**src/rtl/riscv_dbg_pkg.sv**
```systemverilog
// rtl/riscv_dbg_pkg.sv - shared command, state and halt-cause encodings for the run controller
package riscv_dbg_pkg;

  typedef enum logic [1:0] {
    OP_RUN    = 2'd0,
    OP_HALT   = 2'd1,
    OP_STEP   = 2'd2,
    OP_SET_BP = 2'd3
  } cmd_op_e;

  typedef enum logic [1:0] {
    RS_HALTED = 2'd0,
    RS_RUN    = 2'd1,
    RS_STEP   = 2'd2
  } run_state_e;

  typedef enum logic [1:0] {
    HC_NONE = 2'd0,
    HC_CMD  = 2'd1,
    HC_STEP = 2'd2,
    HC_BP   = 2'd3
  } halt_cause_e;

  localparam logic [1:0] CMD_RUN    = 2'd0;
  localparam logic [1:0] CMD_HALT   = 2'd1;
  localparam logic [1:0] CMD_STEP   = 2'd2;
  localparam logic [1:0] CMD_SET_BP = 2'd3;

  localparam logic [1:0] CAUSE_NONE = 2'd0;
  localparam logic [1:0] CAUSE_CMD  = 2'd1;
  localparam logic [1:0] CAUSE_STEP = 2'd2;
  localparam logic [1:0] CAUSE_BP   = 2'd3;

  localparam logic [1:0] S_HALTED = 2'd0;
  localparam logic [1:0] S_RUN    = 2'd1;
  localparam logic [1:0] S_STEP   = 2'd2;

endpackage

```
**src/rtl/riscv_bp_match.sv**
```systemverilog
// rtl/riscv_bp_match.sv - breakpoint slot registers with lowest-index-wins PC match
module riscv_bp_match
  import riscv_dbg_pkg::*;
#(
  parameter int NUM_BP = 4
) (
  input  logic        clk,
  input  logic        rst,
  input  logic        wr_en,
  input  logic [2:0]  wr_idx,
  input  logic [29:0] wr_addr,
  input  logic        wr_bp_en,
  input  logic [29:0] pc_word,
  output logic        hit,
  output logic [2:0]  hit_idx
);

  logic [29:0]       bp_addr [NUM_BP];
  logic [NUM_BP-1:0] bp_en;

  // Slot write port; the caller guarantees wr_idx is in range when wr_en is high
  always_ff @(posedge clk or posedge rst) begin
    if (rst) begin
      for (int i = 0; i < NUM_BP; i++) begin
        bp_addr[i] <= '0;
      end
      bp_en <= '0;
    end else if (wr_en) begin
      for (int i = 0; i < NUM_BP; i++) begin
        if (wr_idx == 3'(i)) begin
          bp_addr[i] <= wr_addr;
          bp_en[i]   <= wr_bp_en;
        end
      end
    end
  end

  // Scan from the top slot down so the lowest matching index is the one left standing
  always_comb begin
    hit     = 1'b0;
    hit_idx = 3'd0;
    for (int i = NUM_BP - 1; i >= 0; i--) begin
      if (bp_en[i] && (pc_word == bp_addr[i])) begin
        hit     = 1'b1;
        hit_idx = 3'(i);
      end
    end
  end

endmodule

```
**src/rtl/riscv_run_ctrl.sv**
```systemverilog
// rtl/riscv_run_ctrl.sv - run/halt/step/breakpoint controller gating the core's architectural update
module riscv_run_ctrl
  import riscv_dbg_pkg::*;
#(
  parameter int NUM_BP       = 4,
  parameter int CNT_W        = 32,
  parameter int START_HALTED = 1
) (
  input  logic             clk,
  input  logic             rst,
  input  logic             cmd_valid,
  output logic             cmd_ready,
  input  logic [1:0]       cmd_op,
  input  logic [2:0]       cmd_idx,
  input  logic [31:0]      cmd_data,
  input  logic [31:0]      pc_i,
  output logic             core_en,
  output logic             halted,
  output logic [1:0]       halt_cause,
  output logic [2:0]       bp_hit_idx,
  output logic             cmd_err,
  output logic [CNT_W-1:0] cycle_cnt,
  output logic [CNT_W-1:0] instret_cnt
);

  localparam logic [1:0] RESET_STATE = (START_HALTED != 0) ? S_HALTED : S_RUN;

  logic [1:0] state;
  logic       skip;
  logic       accept;
  logic       idx_ok;
  logic       bp_wr;
  logic       bp_hit;
  logic [2:0] bp_idx;
  logic       bp_fire;
  logic [2:0] unused_bits;

  assign unused_bits = {cmd_data[1], pc_i[1:0]};

  assign cmd_ready = (state != S_STEP);
  assign accept    = cmd_valid & cmd_ready;
  assign idx_ok    = (int'(cmd_idx) < NUM_BP);
  assign bp_wr     = accept && (cmd_op == CMD_SET_BP) && idx_ok;
  assign bp_fire   = (state == S_RUN) && bp_hit && !skip;
  assign halted    = (state == S_HALTED);

  riscv_bp_match #(
    .NUM_BP (NUM_BP)
  ) u_bp_match (
    .clk      (clk),
    .rst      (rst),
    .wr_en    (bp_wr),
    .wr_idx   (cmd_idx),
    .wr_addr  (cmd_data[31:2]),
    .wr_bp_en (cmd_data[0]),
    .pc_word  (pc_i[31:2]),
    .hit      (bp_hit),
    .hit_idx  (bp_idx)
  );

  // A breakpoint hit suppresses retirement in the same cycle so the instruction never executes
  always_comb begin
    core_en = 1'b0;
    case (state)
      S_RUN:   core_en = !bp_fire;
      S_STEP:  core_en = 1'b1;
      default: core_en = 1'b0;
    endcase
  end

  // Run-state machine, skip flag and error pulse; breakpoint outranks a same-cycle HALT
  always_ff @(posedge clk or posedge rst) begin
    if (rst) begin
      state      <= RESET_STATE;
      skip       <= 1'b0;
      halt_cause <= CAUSE_NONE;
      bp_hit_idx <= 3'd0;
      cmd_err    <= 1'b0;
    end else begin
      cmd_err <= 1'b0;
      skip    <= 1'b0;
      if (accept && (cmd_op == CMD_SET_BP) && !idx_ok) begin
        cmd_err <= 1'b1;
      end
      if ((state == S_RUN) && accept && ((cmd_op == CMD_RUN) || (cmd_op == CMD_STEP))) begin
        cmd_err <= 1'b1;
      end
      case (state)
        S_HALTED: begin
          if (accept && (cmd_op == CMD_RUN)) begin
            state <= S_RUN;
            skip  <= 1'b1;
          end else if (accept && (cmd_op == CMD_STEP)) begin
            state <= S_STEP;
          end
        end
        S_RUN: begin
          if (bp_fire) begin
            state      <= S_HALTED;
            halt_cause <= CAUSE_BP;
            bp_hit_idx <= bp_idx;
          end else if (accept && (cmd_op == CMD_HALT)) begin
            state      <= S_HALTED;
            halt_cause <= CAUSE_CMD;
          end
        end
        S_STEP: begin
          state      <= S_HALTED;
          halt_cause <= CAUSE_STEP;
        end
        default: state <= S_HALTED;
      endcase
    end
  end

  // Free-running cycle counter and retired-instruction counter, both wrapping
  always_ff @(posedge clk or posedge rst) begin
    if (rst) begin
      cycle_cnt   <= '0;
      instret_cnt <= '0;
    end else begin
      cycle_cnt <= cycle_cnt + 1'b1;
      if (core_en) begin
        instret_cnt <= instret_cnt + 1'b1;
      end
    end
  end

endmodule

```
**config.mk**
```make
export PLATFORM = sky130hd
export DESIGN_NAME = riscv_run_ctrl
export DESIGN_NICKNAME = d
export VERILOG_FILES = /design/src/rtl/riscv_dbg_pkg.sv /design/src/rtl/riscv_bp_match.sv /design/src/rtl/riscv_run_ctrl.sv
export SDC_FILE = /design/constraint.sdc
export NUM_CORES = 1
export LEC_CHECK = 0
export BUFFER_PORTS_ARGS = -buffer_cell sky130_fd_sc_hd__buf_2
export CAP_MARGIN = 15
export CORE_UTILIZATION = 55
export CTS_CLUSTER_SIZE = 40
export DETAILED_ROUTE_END_ITERATION = 10
export PLACE_DENSITY_LB_ADDON = 0.1
export SYNTH_ARGS = -nofsm -noshare
export SYNTH_HDL_FRONTEND = slang
export SYNTH_SLANG_ARGS = --single-unit
export TNS_END_PERCENT = 5
```
**constraint.sdc**
```tcl
create_clock -name clk -period 6.9 [get_ports clk]
set_input_delay 0.345 -clock clk [delete_from_list [all_inputs] [get_ports clk]]
set_output_delay 0.345 -clock clk [all_outputs]
set_load 0.03 [all_outputs]
```
==> impl_results.md <==
- Number of antenna diodes: 0
- Number of flops mapped to enable cells by yosys: 0
- # port buffers: 140
- WS Path Type: reg2out
- WP data arrival: 3.12 ns
- Die height: 132 um
- FF-to-FF path depth: 8
- Worst vdd ir: 0.000187 V
- Critical path capture point type: output port
- Status: complete, no violations
- Vias per cell: 5.46
- Slowest stage cell, crit path: or4_1
- Clock-pin slew on the worst setup and hold paths: 0.07 ns
- Multi-input gate area: 4230 um^2
- PwrDens: 314 nW/um^2
- Rows: 47
- Syn Std Cell Area: 9290 um^2
- Synth-to-layout area growth: 16.6%
- Worst-skew pair later-pin latency: 0.43 ns
- Crit path buffers/inverters: 2
- Post-CTS sizing: 0
- Initial Util: 0.562
- Ratio of cells with drive above 1 in the final layout: 0.348
- # Post-CTS Setup Buffers: 0
- Synth Instances: 757
- Slew @ Worst Pin: 0.734 ns
- CTS tree: yes
- Mean cell area of the mapped netlist: 12.3 um^2
- Router iterations before antenna repair: 5
- Max Cap Viol: 0
- H-tree depth: 4
- Fmax: 288 MHz
- Yosys warns: 0
- First-pass GRT wire length: 34.0 mm
- Sequential cell area fraction in the yosys report: 0.528
- Tmin final: 3.47 ns
- Primary FF master, synth: dfrtp_1
- CP Max Fanout: 32
- Vias in the first global route: 6452
- Largest net degree at the start of global routing: 110
- Fillers: 1298
- DR vias: 6150
- Hold Slack: 0.0575 ns
- Die W: 132 um
- Share of the synthesized area in the top cell type: 0.528
- Clk buf depth: 2
- Fin nets: 972
- Register area: 4900 um^2
- Clock root buffer: clkbuf_16
- Min-delay worst type: in2async
- Post-synth top area cell: dfrtp_1
- Count leader, synth: dfrtp_1
- Cts hold-fix bufs: 0
- Startpoint types: flop
- Total die area: 17400 um^2
- GR Util All Layers: 0.252
- Ports: 145
- Total global routing overflow: 0
- Post-synth top cells: dfrtp_1, xnor2_1, mux2_2
- Total CTS buffers: 17
- Clock skew: 0.00962 ns
- Critical path's largest stage delay: 0.60 ns
- Count of cell types in the netlist: 44
- Routed Antenna Nets: 0
- Final wirelength: 20.6 mm
- Initial antenna violation count: 0
- Fin Setup TNS: 0 ns
- Critical path cell sequence: xor2_1 -> nor4_1 -> nand2_1 -> or4_1 -> a41oi_2 -> buf_4 -> nor2_1 -> buf_2
- RSZ-0062 raised after global routing: false
- Placeable Area: 16500 um^2
- Max Transition Viols Final: 0
- DR DRC count: 0
- Syn Nets: 834
- Routed wire per std cell: 18.3 um
- Pleak: 4.83 nW
- Yosys reg bits: 196
- Final Hold Violating Endpoints: 0
- GPL Wtd Cong: 0.838
- Reg2reg start: u_bp_match.bp_addr[44]
- Fin crit share: 0.502
- 1st-iter DRT viols: 309
- Synth area leaders: dfrtp_1, mux2_2, xnor2_1
- Rel. slew slack: 0.510
- CP top delay family: simple AND/OR/NAND/NOR gates
- Final setup violation count: 0
- Clock tree sinks: 196
- Fraction of registers with async set/reset: 1.00
- HPWL after DPL: 14.8 mm
- R2R setup slack: 3.98 ns
- Worst path required time: 6.55 ns
- FF-to-FF End: instret_cnt[1]
-- where the power goes --
group / internal (W) / leakage [nW] / total (W) / switching, W
logic: 0.000400 / 2.07 / 0.000831 / 0.000430
clock network: 0.000586 / 0.286 / 0.00100 / 0.000414
registers: 0.00139 / 2.47 / 0.00157 / 0.000182
-- state kept, by name, indices dropped and copies added, names as in the netlist --
register            count
u_bp_match.bp_addr    120
cycle_cnt              32
instret_cnt            32
u_bp_match.bp_en        4
bp_hit_idx              2
halt_cause              2
state                   2
cmd_err                 1
skip                    1
-- cells in the final DEF (no fill, tap or decap), types with 4 or more instances in the layout --
cell type | Yosys | routed
nor3_1 | 19 | 19
nand4_1 | 34 | 34
nand3_1 | 28 | 28
o21ai_0 | 4 | 4
xnor2_1 | 126 | 126
inv_1 | 15 | 14
mux2_2 | 125 | 125
nand2b_1 | 4 | 4
xor2_1 | 54 | 54
and3_1 | 10 | 10
clkbuf_16 | 0 | 17
nand2_1 | 32 | 32
ha_1 | 5 | 5
buf_4 | 1 | 6
a21oi_1 | 6 | 6
dfrtp_1 | 196 | 196
nor4_1 | 18 | 18
buf_2 | 1 | 140
nor2_1 | 20 | 19
-- logic make-up (layout without fill, tap and decap cells) --
| kind of cell | after synthesis | count (layout) | share of synthesized area |
|---|---|---|---|
| adder cells (fa/ha/maj) | 5 | 5 | 0.00673 |
| other | 1 | 1 | 0.000404 |
| AO/OA/AOI/OAI | 19 | 19 | 0.0133 |
| multiplexers | 126 | 126 | 0.153 |
| XOR/XNOR | 180 | 180 | 0.170 |
| buffers and inverters | 43 | 193 | 0.0187 |
| AND/OR/NAND/NOR | 187 | 187 | 0.110 |
| flip-flops | 196 | 196 | 0.528 |
-- through the flow --
step                cell area, um^2  setup WS, ns  utilization  power (W)  cells
CTS                           10800          3.39        0.654    0.00343   1126
floorplan                      9290          1.21            -    0.00217    757
detailed placement            10200          3.77        0.618    0.00242   1095
finish                        10800          3.43        0.656    0.00340   1127
global placement              10200          3.82        0.618    0.00238   1095
global route                  10800          3.28        0.656    0.00357   1127
-- per-layer routing --
layer | GRT usage | up-vias | part of all wire
met1 | 0.339 | 3109 | 0.46
li1 | - | 2886 | -
met2 | 0.420 | 136 | 0.49
met5 | 0 | - | 0
met3 | 0.0438 | 19 | 0.034
met4 | 0.0762 | 0 | 0.016
-- layout make-up --
| type | count | share of cell area |
|---|---|---|
| clock buffer | 22 | 0.0428 |
| multi-input combinational | 518 | 0.390 |
| timing repair buffer | 147 | 0.0714 |
| inverter | 15 | 0.00589 |
| sequential | 196 | 0.453 |
| tap | 220 | 0.0254 |
| clock inverter | 9 | 0.0119 |
-- worst register-to-register path, delay by kind of cell (launching register included) --
kind,cells,cell delay [ns]
AOI/OAI and AO/OA,1,0.23
xor gates and xnor gates,1,0.17
buffers and inverters,1,0.34
DFF,1,0.40
muxes,1,0.35
and+or+nand+nor,4,1.33
-- worst max path at each step --
| stage | from | to | cells after the start |
|---|---|---|---|
| 2_1_floorplan | rst | bp_hit_idx[0] | 1 |
| 3_3_place_gp | pc_i[12] | core_en | 9 |
| 3_5_place_dp | pc_i[12] | core_en | 9 |
| 4_1_cts | u_bp_match.bp_addr[40] | core_en | 8 |
| 5_1_grt | u_bp_match.bp_addr[40] | core_en | 8 |
| 6_report | u_bp_match.bp_addr[44] | core_en | 8 |
(Power assumes the default switching activity.)
